## src/rtl/mdv_fetch_sched.sv

```systemverilog
// mdv_fetch_sched: fetches a microdrive cartridge image from SDRAM one 16-bit word at a time and
// streams it to the microdrive byte engine as bytes, looping at the end of the image.
//
// Ports:
//   clk, reset           core clock, synchronous active-high reset
//   enable               tape motor running; gates new reads
//   img_len              image length in bytes (sampled continuously)
//   mem_ena, video_cycle SDRAM slot availability; reads only in free non-video slots
//   mem_addr, mem_read   word read request (byte address, always even; one-cycle strobe)
//   mem_din              read data, valid RD_LAT cycles after the strobe
//   byte_req             consumer pops one byte
//   byte_out, byte_valid head byte of the prefetch FIFO and its valid flag
//   underrun             sticky flag: pop attempted with nothing buffered
//   wrapped              pulses in the capture cycle when the fetch address wraps to BASE
module mdv_fetch_sched #(
    parameter logic [24:0] BASE   = 25'h0400000,
    parameter int unsigned DEPTH  = 4,
    parameter int unsigned RD_LAT = 2
) (
    input  logic        clk,
    input  logic        reset,
    input  logic        enable,
    input  logic [24:0] img_len,
    input  logic        mem_ena,
    input  logic        video_cycle,
    output logic [24:0] mem_addr,
    output logic        mem_read,
    input  logic [15:0] mem_din,
    input  logic        byte_req,
    output logic [7:0]  byte_out,
    output logic        byte_valid,
    output logic        underrun,
    output logic        wrapped
);

    localparam int unsigned PtrW = (DEPTH > 1) ? $clog2(DEPTH) : 1;
    localparam int unsigned CntW = $clog2(DEPTH + 1);
    localparam logic [CntW-1:0] DepthC = CntW'(DEPTH);
    localparam logic [2:0] RdLatC = 3'(RD_LAT);

    typedef enum logic [1:0] {
        StIdle,
        StIssue,
        StWait
    } state_e;

    state_e          state_q, state_d;
    logic [24:0]     mem_addr_q, mem_addr_d;
    logic [2:0]      lat_cnt_q, lat_cnt_d;
    logic [15:0]     fifo_q [DEPTH];
    logic [15:0]     fifo_d [DEPTH];
    logic [PtrW-1:0] wr_ptr_q, wr_ptr_d;
    logic [PtrW-1:0] rd_ptr_q, rd_ptr_d;
    logic [CntW-1:0] count_q, count_d;
    logic            phase_lo_q, phase_lo_d;
    logic            underrun_q, underrun_d;

    logic            len_ok;
    logic            fetch_ok;
    logic            slot_ok;
    logic            has_data;
    logic            capture;
    logic            pop_byte;
    logic            pop_word;
    logic            wrap_hit;
    logic [25:0]     next_addr;
    logic [25:0]     wrap_limit;
    logic [15:0]     head_word;

    always_comb begin
        len_ok     = (img_len >= 25'd2);
        fetch_ok   = enable && len_ok;
        slot_ok    = mem_ena && !video_cycle;
        has_data   = (count_q != '0);
        capture    = (state_q == StWait) && (lat_cnt_q == RdLatC);
        pop_byte   = byte_req && has_data;
        pop_word   = pop_byte && phase_lo_q;
        // 26-bit sums so BASE+img_len cannot overflow the compare. Comparing the even next
        // address against the raw length means an odd image still fetches its last byte.
        next_addr  = {1'b0, mem_addr_q} + 26'd2;
        wrap_limit = {1'b0, BASE} + {1'b0, img_len};
        wrap_hit   = (next_addr >= wrap_limit);
        head_word  = fifo_q[rd_ptr_q];
    end

    // Prefetch FIFO and byte phase
    always_comb begin
        fifo_d     = fifo_q;
        wr_ptr_d   = wr_ptr_q;
        rd_ptr_d   = rd_ptr_q;
        count_d    = count_q;
        phase_lo_d = phase_lo_q;
        underrun_d = underrun_q;

        if (capture) begin
            fifo_d[wr_ptr_q] = mem_din;
            wr_ptr_d         = wr_ptr_q + PtrW'(1);
        end

        if (pop_byte) begin
            phase_lo_d = !phase_lo_q;
        end
        if (pop_word) begin
            rd_ptr_d = rd_ptr_q + PtrW'(1);
        end
        if (byte_req && !has_data) begin
            underrun_d = 1'b1;
        end

        if (capture && !pop_word) begin
            count_d = count_q + CntW'(1);
        end else if (!capture && pop_word) begin
            count_d = count_q - CntW'(1);
        end
    end

    // Read sequencer. count_d already reflects this cycle's capture and pop, so the
    // WAIT->ISSUE shortcut sees the occupancy the next read will land in.
    always_comb begin
        state_d    = state_q;
        mem_addr_d = mem_addr_q;
        lat_cnt_d  = lat_cnt_q;

        unique case (state_q)
            StIdle: begin
                if (fetch_ok && (count_d < DepthC)) begin
                    state_d = StIssue;
                end
            end
            StIssue: begin
                if (!fetch_ok) begin
                    state_d = StIdle;
                end else if (slot_ok) begin
                    state_d   = StWait;
                    lat_cnt_d = 3'd1;
                end
            end
            StWait: begin
                if (capture) begin
                    mem_addr_d = wrap_hit ? BASE : next_addr[24:0];
                    state_d    = (fetch_ok && (count_d < DepthC)) ? StIssue : StIdle;
                end else begin
                    lat_cnt_d = lat_cnt_q + 3'd1;
                end
            end
            default: begin
                state_d = StIdle;
            end
        endcase
    end

    always_ff @(posedge clk) begin
        if (reset) begin
            state_q    <= StIdle;
            mem_addr_q <= BASE;
            lat_cnt_q  <= 3'd0;
            fifo_q     <= '{default: '0};
            wr_ptr_q   <= '0;
            rd_ptr_q   <= '0;
            count_q    <= '0;
            phase_lo_q <= 1'b0;
            underrun_q <= 1'b0;
        end else begin
            state_q    <= state_d;
            mem_addr_q <= mem_addr_d;
            lat_cnt_q  <= lat_cnt_d;
            fifo_q     <= fifo_d;
            wr_ptr_q   <= wr_ptr_d;
            rd_ptr_q   <= rd_ptr_d;
            count_q    <= count_d;
            phase_lo_q <= phase_lo_d;
            underrun_q <= underrun_d;
        end
    end

    // The strobe must land in the very slot it was granted, so it is decoded from the
    // registered state and the live slot inputs rather than registered itself.
    assign mem_read   = (state_q == StIssue) && fetch_ok && slot_ok;
    assign mem_addr   = mem_addr_q;
    assign byte_valid = has_data;
    assign byte_out   = !has_data ? 8'h00 : (phase_lo_q ? head_word[7:0] : head_word[15:8]);
    assign underrun   = underrun_q;
    assign wrapped    = capture && wrap_hit;

endmodule

```

## config.mk

```make
export PLATFORM = sky130hd
export DESIGN_NAME = mdv_fetch_sched
export DESIGN_NICKNAME = d
export VERILOG_FILES = /design/src/rtl/mdv_fetch_sched.sv
export SDC_FILE = /design/constraint.sdc
export NUM_CORES = 1
export LEC_CHECK = 0
export ABC_AREA = 1
export CAP_MARGIN = 20
export CORE_UTILIZATION = 35
export CTS_CLUSTER_DIAMETER = 150
export DETAILED_ROUTE_END_ITERATION = 8
export MAX_ROUTING_LAYER = met4
export PLACE_DENSITY_LB_ADDON = 0.05
export SYNTH_ARGS = -nofsm -noshare
export SYNTH_HDL_FRONTEND = slang
export SYNTH_SLANG_ARGS = --single-unit
```

## constraint.sdc

```tcl
create_clock -name clk -period 3.6 [get_ports clk]
set_input_delay 0.36 -clock clk [delete_from_list [all_inputs] [get_ports clk]]
set_output_delay 0.36 -clock clk [all_outputs]
set_load 0.01 [all_outputs]
```

==> results of run 1 <==
==> cell families (layout without fill, tap and decap cells) <==
group                    after synthesis  count (layout)
buffers and inverters                183             255
AND/OR/NAND/NOR                      379             379
other                                  1               1
flip-flops                           102             102
adder cells (fa/ha/maj)               39              39
XOR/XNOR                              11              11
AO/OA/AOI/OAI                        227             227
==> routing by layer <==
metal,GRT usage,share of wire
met1,0.3049,0.51
met5,-,0
met3,0.03553,0.046
met4,0.03371,0.0054
met2,0.3241,0.44
==> path summary, 6_finish.rpt <==
kind	startpoint	endpoint	slack, ps	cells after the start
worst max-delay path	mem_addr[2]	wrapped	240	18
worst min-delay path	reset	mem_addr[22]	370	3
worst max register to register	mem_addr[2]	mem_addr[13]	780	19
worst min register to register	underrun	underrun	460	2
==> stage by stage <==
stage               cells  hold slack, ps  utilization  area [sq um]
finish               1239           368.8       0.4363          7493
global route         1239           380.4       0.4363          7493
CTS                  1238           361.9       0.4343          7460
detailed placement   1222           445.9       0.4162          7148
global placement     1222           443.0       0.4162          7148
floorplan             942           429.2            -          6126
==> layout by cell type (no fill, tap or decap), drive strengths merged, types with 6 or more instances in the layout <==
| master | netlist | routed |
|---|---|---|
| clkbuf | 25 | 9 |
| buf | 20 | 20 |
| dfxtp | 102 | 102 |
| a21oi | 137 | 137 |
| o21ai | 77 | 77 |
| ha | 39 | 39 |
| nand3 | 61 | 61 |
| xor2 | 6 | 6 |
| a31oi | 8 | 8 |
| nand4 | 10 | 10 |
| nand2 | 217 | 217 |
| inv | 137 | 138 |
| nor2 | 88 | 88 |
| clkdlybuf4s50 | 0 | 80 |
==> sequential cells by signal, summed over array words and instances (netlist names) <==
signal,count
fifo_q,64
mem_addr,24
count_q,3
lat_cnt_q,3
rd_ptr_q,2
state_q,2
wr_ptr_q,2
phase_lo_q,1
underrun,1
==> worst register-to-register path: stages (launching register included) <==
cell and delay (ps):
dfxtp_2 360, ha_1 180, nand3_2 130, buf_4 180, nor2_2 110, buf_4 160, nand3_1 80, nand2_1 90
inv_1 50, ha_1 280, nand2_1 50, nor2_1 130, nand3_1 130, nor2_1 130, inv_1 50, nor2_1 130
nor2_1 50, buf_4 220, nand2_1 100, a21oi_1 50
==> layout make-up <==
class,count,area (sq um)
Fill cell,1857,9683
Multi-Input combinational cell,657,3363
Sequential cell,102,2053
Timing Repair Buffer,101,977.2
Inverter,138,519.2
Tap cell,225,281.5
Clock buffer,9,225.2
Clock inverter,7,73.82
==> power breakdown <==
group	internal [uW]	leakage, uW	switching, uW
Sequential	1130	0.000826	1.14
Combinational	69.7	0.00196	78.9
Clock	542	0.000146	463
==> results.md, run 1 <==
| Step | Quantity | Value |
|:---|:---|:---|
| run status | Result of the run | completed |
| placement | Pre-CTS WS | 283.9 ps |
| routing | Remaining routing DRC violations | 0 |
| global route | Vias in the first global route | 5443 |
| setup path | Crit. End Element | primary output |
| setup path | Maximum fanout along the worst path | 4 |
| setup path | Family with the most delay on the worst path | simple AND/OR/NAND/NOR gates |
| placement | HPWL after DPL | 12.67 mm |
| synth | Post-synthesis xor/xnor area fraction | 0.01695 |
| setup path | Longest individual stage delay on the worst path | 360 ps |
| cts | Buffer type at the clock tree root | clkbuf_16 |
| setup path | Worst Path Buf+Inv | 5 |
| synth | Most frequent cell after synthesis | nand2_1 |
| routing | Detailed Route WL | 18.26 mm |
| sta | Highest attainable clock frequency | 0.2973 GHz |
| global route | Antenna violations before repair | 0 |
| setup path | Crit path launch type | flop |
| setup path | Worst-path cell with the longest stage delay | dfxtp_2 |
| setup path | Chain of cells forming the critical path | ha_1, nand3_2, buf_4, nor2_2, buf_4, nand3_1, nand2_1, inv_1, ha_1, nand2_1, nor2_1, nand3_1, nor2_1, o21ai_0, nand2_1, nand2_1, inv_1, dlygate4sd2_1 |
| setup path | Startpoint-to-endpoint class of the critical path | flop to primary output |
| sta | Setup repair after global routing missed its margin | no |
| cts | Buffer depth of the longest clock path | 2 |
| synth | Number of nets in the synthesized netlist | 1028 |
| global route | Global-route wire length before repair | 29.23 mm |
| cts | Depth of the CTS H-tree | 3 |
| final layout | Number of inserted diodes | 0 |
| routing | Wire length per cell after detailed routing | 14.74 microns |
| synth | Post-synth top area share | 0.3333 |
| synth | Count of unique library cells instantiated by Yosys | 31 |
| cts | Number of clock sinks | 102 |
| sta | Final Max Tran Viols | 0 |
| power | Final total power | 2285 uW |
| synth | Adder and majority cell fraction of the synthesized area | 0.07966 |
| final layout | Fraction of final layout cells with drive strength greater than 1 | 0.07495 |
| sta | Final period utilization | 0.9344 |
| global route | Overflow after GRT | 0 |
| setup path | Most repeated library cell on the critical path | nand2_1 |
| synth | Total standard cell area after synthesis | 6126 sq um |
| final layout | Final Net Count | 1095 |
| worst hold path | Tightest Hold Check Type | input pin to flop |
| power | Static leakage | 0.002929 uW |
| die | I/O Pins | 84 |
| cts | Quantity of gates resized following cts | 7 |
| synth | Share of synthesized area occupied by flip-flops and latches | 0.3333 |
| synth | Dominant combinational cell family by area after synthesis | simple AND/OR/NAND/NOR gates |
| setup path | WP data arrival | 3000 ps |
| global route | Aggregate global-route resource usage | 0.2151 |
| cts | Post-CTS Setup Inserts | 0 |
| routing | Count of nets left with antenna violations after detail routing | 0 |
| synth | Synthesized instance count | 942 |
| synth | Most frequent cells after synthesis | nand2_1, a21oi_1, inv_1 |
| synth | Synthesized area divided by synthesized cell count | 6.503 sq um |
| die | Effective utilization at floorplan | 0.3566 |
| power | Max VDD drop | 0.2151 mV |
| cts | Total CTS buffers | 9 |
| routing | Number of detailed-route iterations in the first pass | 5 |
| die | Area of the die | 18040 sq um |
| cts | TritonCTS clock tree | built |
| cts | Clock insertion delay at the later pin of the skew report | 350 ps |
| synth | Most frequently used flop master after synthesis | dfxtp_1 |
| global route | Largest net degree at the start of global routing | 58 |
| sta | Setup slack of the critical path after layout | 236.2 ps |
| synth | Synthesized-area fraction occupied by ao, oa, aoi and oai cells | 0.1897 |
| placement | # port buffers | 82 |
| routing | Detailed Route Iter0 Violations | 335 |
| sta | Clock Skews | 9.155 ps |
| sta | Final worst path period need | 3364 ps |
| final layout | Synth-to-layout area growth | 22.32% |
| cts | Clock slew at the register clock pins of the worst setup and hold paths | 70 ps |
| routing | Routed via count divided by cell count | 4.798 |
| routing | Vias | 5945 |
| synth | Cell type with the highest aggregate area in the netlist | dfxtp_1 |
| sta | Actual slew at the worst max-slew pin | 1074 ps |
| sta | Number of failing hold endpoints at the final stage | 0 |
| setup path | Required time at the worst-slack endpoint | 3240 ps |
| placement | RD Place Congestion | 0.9037 |
| power | Total power divided by cell area | 304.9 nW/um^2 |
| synth | Leading post-synthesis cells by cell area | dfxtp_1, nand2_1, a21oi_1, inv_1, ha_1 |
| run | Max-capacitance violation count | 0 |
| sta | Total of endpoints with negative setup slack in the final report | 0 |
| die | Standard cell core area | 17180 sq um |
| synth | Synth warnings | 0 |
| die | Row count | 48 |
| synth | Post-synthesis simple-gate area fraction | 0.2606 |
| synth | Count of state elements after synthesis | 102 |
| synth | EDFF count, synth | 0 |
| cts | Post-cts hold buffer count | 0 |
| synth | Mux share of post-synthesis cell area | 0 |
| sta | Final total negative setup slack | 0 ps |
| die | Chip height | 134.3 microns |
| sta | Worst-case headroom to the max-slew limit | 0.2820 |
| die | Die Wd | 134.3 microns |
| synth | Fraction of registers with async set/reset | 0 |
Note: power is estimated with default switching activity, not from simulation.
==> run 2, diff against run 1 <==
- ABC_AREA: 1 -> not set
- clock period: 3.6 -> 3.35 ns (I/O delays scaled with it)
==> run 2 against run 1 <==
The flow now finishes with violations (setup timing). Clock skew shrank 1.6 ps. Critical path type unchanged. Final cell count shrank 15%. Largest power group unchanged. Register-to-register slack lost 890 ps. Non-clock buffer count grew 68. Die area shrank 7.9%. Via count shrank 9.9%.
==> results.md, run 2 <==
| Step | Quantity | Value |
|:---|:---|:---|
| final layout | Largest register by flop count | fifo_q |
| cts | Clock insertion delay at the later pin of the skew report | 350 ps |
| setup path | Crit path launch type | flop |
| sta | Setup repair after global routing missed its margin | yes |
| die | I/O Pins | 84 |
| synth | Synthesized instance count | 697 |
| global route | Vias in the first global route | 5304 |
| sta | Final total negative setup slack | -750.1 ps |
| die | Area of the die | 16610 sq um |
| synth | Leading post-synthesis cells by cell area | dfxtp_1, nand2_1, ha_1, a21oi_1, mux4_2 |
| global route | Aggregate global-route resource usage | 0.2220 |
| final layout | Fillers | 1545 |
| setup path | Longest individual stage delay on the worst path | 370 ps |
| placement | HPWL after DPL | 12.05 mm |
| sta | Highest attainable clock frequency | 0.2887 GHz |
| power | Share of total power in combinational logic | 0.147 |
| setup path | Most repeated library cell on the critical path | ha_4 |
| setup path | Endpoint of the most critical setup path | wrapped |
| cts | Buffer type at the clock tree root | clkbuf_16 |
| power | Static leakage | 0.002998 uW |
| global route | Antenna violations before repair | 0 |
| power | Total power divided by cell area | 346.1 nW/um^2 |
| sta | Final Max Tran Viols | 0 |
| routing | Vias | 5358 |
| setup path | Required time at the worst-slack endpoint | 3010 ps |
| synth | Cell type with the highest aggregate area in the netlist | dfxtp_1 |
| final layout | Synth-to-layout area growth | 36.84% |
| run status | Violated checks | setup timing |
| routing | Detailed Route Iter0 Violations | 303 |
| cts | Depth of the CTS H-tree | 3 |
| synth | Most frequent cells after synthesis | nand2_1, dfxtp_1, a21oi_1 |
| sta | Actual slew at the worst max-slew pin | 865.6 ps |
| synth | Count of state elements after synthesis | 102 |
| power | Net load switching power | 701.4 uW |
| routing | Detailed Route WL | 17.15 mm |
| power | Max VDD drop | 0.2591 mV |
| routing | Remaining routing DRC violations | 0 |
| setup path | Flop-to-flop setup slack | -110 ps |
| cts | Buffer depth of the longest clock path | 2 |
| final layout | Number of inserted diodes | 0 |
| synth | Most frequently used flop master after synthesis | dfxtp_1 |
| synth | Synthesized area divided by synthesized cell count | 8.083 sq um |
| synth | Fraction of registers with async set/reset | 0 |
| setup path | Timing startpoint of the critical path | mem_addr[2] |
| routing | Routed via count divided by cell count | 5.079 |
| sta | Worst-case headroom to the max-slew limit | 0.4218 |
| die | Effective utilization at floorplan | 0.3573 |
| setup path | Worst-path cell with the longest stage delay | dfxtp_2 |
| final layout | Final Net Count | 920 |
| synth | Total standard cell area after synthesis | 5634 sq um |
| sta | Total of endpoints with negative setup slack in the final report | 11 |
| synth | Post-synth top area share | 0.3624 |
| synth | Most frequent cell after synthesis | nand2_1 |
| run | Max-capacitance violation count | 0 |
| cts | Total CTS buffers | 9 |
| final layout | Flip-flop count of the largest register, all copies and words added | 64 |
| setup path | Launch point of the worst reg-to-reg path | mem_addr[2] |
| die | Row count | 46 |
| sta | Hold_ws | 431.1 ps |
| power | Switching share of power | 0.2628 |
| die | Standard cell core area | 15770 sq um |
| placement | # port buffers | 82 |
| sta | Setup slack of the critical path after layout | -113.6 ps |
| final layout | Fraction of final layout cells with drive strength greater than 1 | 0.1990 |
| final layout | Most common cell after layout, fill and taps aside | nand2_1 |
| setup path | Crit. End Element | primary output |
| global route | Largest net degree at the start of global routing | 71 |
| sta | Clock Skews | 7.570 ps |
| sta | Final worst path period need | 3464 ps |
| final layout | Post-layout util | 0.4889 |
| cts | Number of clock sinks | 102 |
| power | Sequential share of power | 0.466 |
| routing | Number of detailed-route iterations in the first pass | 6 |
| routing | Count of nets left with antenna violations after detail routing | 0 |
| die | Die Wd | 128.9 microns |
| setup path | Maximum fanout along the worst path | 4 |
| global route | Overflow after GRT | 0 |
| setup path | Logic depth of the worst register-to-register path | 19 |
| run status | Result of the run | finished, violations left |
| placement | Pre-CTS WS | -322.4 ps |
| global route | Global-route wire length before repair | 27.25 mm |
| synth | Synth warnings | 0 |
| power | Internal power summed over all cells | 1967 uW |
| final layout | Leading cell types in the layout, fill and taps excluded | nand2_1, dfxtp_1, a21oi_1, clkdlybuf4s50_1, buf_4 |
| synth | EDFF count, synth | 0 |
| sta | Number of failing hold endpoints at the final stage | 0 |
| synth | Number of nets in the synthesized netlist | 783 |
| setup path | Terminus of the critical flop-to-flop path | mem_addr[20] |
| cts | Clock slew at the register clock pins of the worst setup and hold paths | 70 ps |
| die | Chip height | 128.9 microns |
| setup path | Chain of cells forming the critical path | ha_4, and3_4, nand2_4, nor4_4, buf_6, nand3_4, xnor2_4, ha_4, nand4_1, nor3_4, o2111ai_2, a21oi_2, nor2_4, nor2_2, buf_2 |
| cts | TritonCTS clock tree | built |
| synth | Share of synthesized area occupied by flip-flops and latches | 0.3624 |
| power | Power share of the clock group | 0.387 |
| worst hold path | Tightest Hold Check Type | input pin to flop |
| placement | RD Place Congestion | 0.8413 |
| routing | Wire length per cell after detailed routing | 16.25 microns |
| setup path | Startpoint-to-endpoint class of the critical path | flop to primary output |
| synth | Count of unique library cells instantiated by Yosys | 52 |
| setup path | WP data arrival | 3130 ps |
| sta | Final period utilization | 1.034 |
==> run 2: changes by cell type after synthesis, moves of 9 or more <==
cell	before	now
mux2i_1	0	9
a21oi_1	136	84
nand3_1	60	26
nand2_1	208	178
inv_1	131	36
nor2_1	79	34
clkbuf_1	25	35
o21ai_0	75	13
mux4_2	0	16
xnor2_1	4	21
nor4_1	0	11
buf_2	15	1
==> run 2: layer usage <==
metal,up-vias,wire length (microns),GRT usage
li1,2658,-,-
met1,2573,7992,0.2867
met2,105,8190,0.3587
met3,22,646,0.02703
met4,0,319,0.07474
met5,-,0,-
==> run 2: power groups by stage <==
stage	Combinational, uW	Clock, uW	Sequential, uW
after global routing	427	1110	1250
after global placement	334	0	1270
after detailed placement	340	0	1270
after CTS	377	1070	1240
after floorplan	142	0	1280
final	393	1030	1240
==> run 2: how the worst min path moves through the flow <==
stage,depth (start not counted),from,to
after global routing,2,reset,lat_cnt_q[1]
after CTS,2,reset,count_q[2]
after floorplan,2,fifo_q[19],fifo_q[19]
final,2,reset,lat_cnt_q[1]
after detailed placement,2,fifo_q[14],fifo_q[14]
after global placement,2,fifo_q[19],fifo_q[19]
==> run 2: cell type report <==
class	count	area, sq um	area share
clock buffers	10	239.0	0.03100
clock inverters	6	51.30	0.006654
inverters	36	135.1	0.01753
multi-input cells	516	3467	0.4497
flip-flops and latches	102	2051	0.2660
well taps	216	270.3	0.03505
repair buffers	169	1496	0.1941
==> run 2: repair_timing <==
action,CTS,global route
buffers inserted,15,0
setup endpoints to repair,9,25
gates cloned,0,0
resized for setup,39,13
hold buffers,0,0
pin swaps,30,11
==> run 2: worst max-delay path: cells and delay by family, from the launching register on <==
family / cells / cell delay, ps
compound gates: 2 / 370
xor+xnor: 1 / 170
buf+inv: 2 / 310
simple gates: 8 / 1140
fa+ha+maj: 2 / 420
flops: 1 / 370
==> run 2: logic make-up (layout without fill, tap and decap cells) <==
family / Yosys count / after routing / share of synthesized area
buffers and inverters: 79 / 221 / 0.05485
and+or+nand+nor: 301 / 301 / 0.2447
xor gates and xnor gates: 28 / 28 / 0.04353
DFF: 102 / 102 / 0.3624
muxes: 25 / 25 / 0.07995
other: 1 / 1 / 0.0006656
adders and majority gates: 39 / 39 / 0.08661
AOI/OAI and AO/OA: 122 / 122 / 0.1272
==> run 2: metrics by stage <==
step / std cells / instance area, sq um / power (uW)
3_5_place_dp: 1025 / 7111 / 1610
5_1_grt: 1055 / 7710 / 2785
2_1_floorplan: 697 / 5649 / 1421
4_1_cts: 1054 / 7635 / 2687
6_report: 1055 / 7710 / 2669
3_3_place_gp: 1025 / 7111 / 1603
==> run 3, diff against run 2 <==
- GPL_TIMING_DRIVEN: not set -> 0
- TNS_END_PERCENT: not set -> 5
==> run 3 against run 2 <==
The run still ends with setup timing left. Count of clock-buffer cells in the layout rose by 1. Via count up 0.39%. Combinational power fell by 6.6%. Clock skew about the same. Global-route usage up 0.87 points. Register-to-register slack worse by 200 ps. Final cell count is 1.8% lower. Sequential cell count unchanged. First-iteration DRC count rose by 7.3%. Routed wire length increased by 3.9%. Non-clock buffer count shrank 19. Maximum frequency down 5.6%.
==> results.md, run 3 (synthesis gave the netlist of run 2 again) <==
| Step | Quantity | Value |
|:---|:---|:---|
| global route | Vias in the first global route | 5131 |
| final layout | Area used by multi-input combinational logic | 3536 sq um |
| final layout | Sequential cell area in the final layout | 2082 sq um |
| setup path | Maximum fanout along the worst path | 6 |
| worst hold path | Instance count along the most critical hold path | 2 |
| die | Chip height | 128.9 microns |
| cts | Buffer depth of the longest clock path | 2 |
| power | Total power divided by cell area | 357.2 nW/um^2 |
| sta | Highest attainable clock frequency | 0.2725 GHz |
| global route | Largest net degree at the start of global routing | 17 |
| placement | # port buffers | 81 |
| global route | Global-route wire length before repair | 27.88 mm |
| die | Area of the die | 16610 sq um |
| power | Max VDD drop | 0.2621 mV |
| final layout | Fillers | 1582 |
| power | Static leakage | 0.002816 uW |
| cts | TritonCTS clock tree | built |
| placement | RD Place Congestion | 0.8475 |
| run | Max-capacitance violation count | 0 |
| run status | Result of the run | finished, violations left |
| final layout | Final cell count without fillers | 1036 |
| final layout | Number of inserted diodes | 0 |
| sta | Clock Skews | 7.235 ps |
| cts | Number of clock sinks | 102 |
| sta | Number of failing hold endpoints at the final stage | 0 |
| die | Standard cell core area | 15770 sq um |
| die | Die Wd | 128.9 microns |
| routing | Routed via count divided by cell count | 5.192 |
| sta | Final period utilization | 1.095 |
| global route | Aggregate global-route resource usage | 0.2307 |
| routing | Vias | 5379 |
| worst hold path | Tightest Hold Check Type | flop to flop |
| setup path | Crit. End Element | primary output |
| cts | Clock slew at the register clock pins of the worst setup and hold paths | 70 ps |
| setup path | WP data arrival | 3330 ps |
| setup path | Required time at the worst-slack endpoint | 3010 ps |
| run status | Violated checks | setup timing |
| routing | Number of detailed-route iterations in the first pass | 8 |
| final layout | Largest register by flop count | fifo_q |
| routing | Detailed Route WL | 17.82 mm |
| sta | Actual slew at the worst max-slew pin | 893.4 ps |
| final layout | Most common cell after layout, fill and taps aside | nand2_1 |
| routing | Remaining routing DRC violations | 0 |
| global route | Antenna violations before repair | 0 |
| routing | Wire length per cell after detailed routing | 17.20 microns |
| cts | Depth of the CTS H-tree | 3 |
| final layout | Fraction of final layout cells with drive strength greater than 1 | 0.1573 |
| sta | Worst-case headroom to the max-slew limit | 0.4044 |
| cts | Post-cts hold buffer count | 0 |
| sta | Final worst path period need | 3669 ps |
| placement | Number of cells in the design after placement | 994 |
| sta | Final Max Tran Viols | 0 |
| sta | Total of endpoints with negative setup slack in the final report | 12 |
| die | I/O Pins | 84 |
| sta | Hold_ws | 453.9 ps |
| sta | Setup repair after global routing missed its margin | yes |
| routing | Count of nets left with antenna violations after detail routing | 0 |
| final layout | Flip-flop count of the largest register, all copies and words added | 64 |
| cts | Total CTS buffers | 9 |
| cts | Buffer type at the clock tree root | clkbuf_16 |
| final layout | Final Net Count | 901 |
| cts | Clock insertion delay at the later pin of the skew report | 350 ps |
| die | Row count | 46 |
| setup path | Logic depth of the worst register-to-register path | 17 |
| die | Effective utilization at floorplan | 0.3573 |
| routing | Detailed Route Iter0 Violations | 325 |
| sta | Setup slack of the critical path after layout | -319.5 ps |
| placement | HPWL after DPL | 12.83 mm |
| setup path | Crit path launch type | flop |
| sta | Final total negative setup slack | -2552 ps |
| setup path | Startpoint-to-endpoint class of the critical path | flop to primary output |
| global route | Overflow after GRT | 0 |
| final layout | Synth-to-layout area growth | 34.16% |
| final layout | Leading cell types in the layout, fill and taps excluded | nand2_1, dfxtp_1, a21oi_1, clkdlybuf4s50_1, ha_1 |
[run 3: path summary, 6_finish.rpt]
kind	startpoint	to	slack, ps
setup / recovery	mem_addr[1]	wrapped	-320
hold / removal	fifo_q[56]	fifo_q[56]	450
setup reg to reg	mem_addr[1]	mem_addr[4]	-310
hold reg to reg	fifo_q[56]	fifo_q[56]	450
[run 3: what timing repair did]
item	4_1_cts	5_1_grt
setup buffers	23	8
pin swaps	16	21
resized for setup	56	32
endpoints found under the setup margin	30	25
[run 3: per-stage QoR]
| stage | area, sq um | total power, uW | setup slack, ps | util |
|---|---|---|---|---|
| floorplan | 5649 | 1421 | -5.234 | - |
| global placement | 6730 | 1570 | -1528 | 0.4268 |
| detailed placement | 6730 | 1576 | -1543 | 0.4268 |
| CTS | 7401 | 2700 | -355.3 | 0.4693 |
| global route | 7559 | 2806 | -542.1 | 0.4793 |
| finish | 7559 | 2700 | -319.5 | 0.4793 |
[run 3: critical path, cell delays in order (launching register included)]
cell,delay [ps]
dfxtp_4,370
buf_6,100
and4_4,270
nand4_1,220
nor2_2,190
nand3_2,130
xnor2_2,180
ha_1,320
nand4_1,200
nor3_4,280
o2111ai_2,150
a21oi_2,200
nor2_4,60
buf_8,130
nor2_4,70
buf_6,110
[run 3: cell type report]
| type | instances | area share |
|---|---|---|
| plain buffers | 38 | 0.02235 |
| repair buffers | 112 | 0.1409 |
| inverters | 36 | 0.01788 |
| well taps | 216 | 0.03576 |
| flip-flops and latches | 102 | 0.2755 |
| clock buffers | 11 | 0.03211 |
| multi-input cells | 516 | 0.4678 |
| clock inverters | 5 | 0.007780 |
[run 3: layer usage]
layer  up-vias  wire, microns  track usage
met5         -              0            -
met3        16            658      0.03950
met4         0            187      0.05329
li1       2634              -            -
met2       124           8434       0.3676
met1      2605           8535       0.3041
[run 3: power breakdown]
part,switching (uW),internal [uW],leakage (uW)
Combinational,185,182,0.00184
Sequential,28.8,1220,0.000833
Clock,481,601,0.000142
Total,695,2000,0.00282
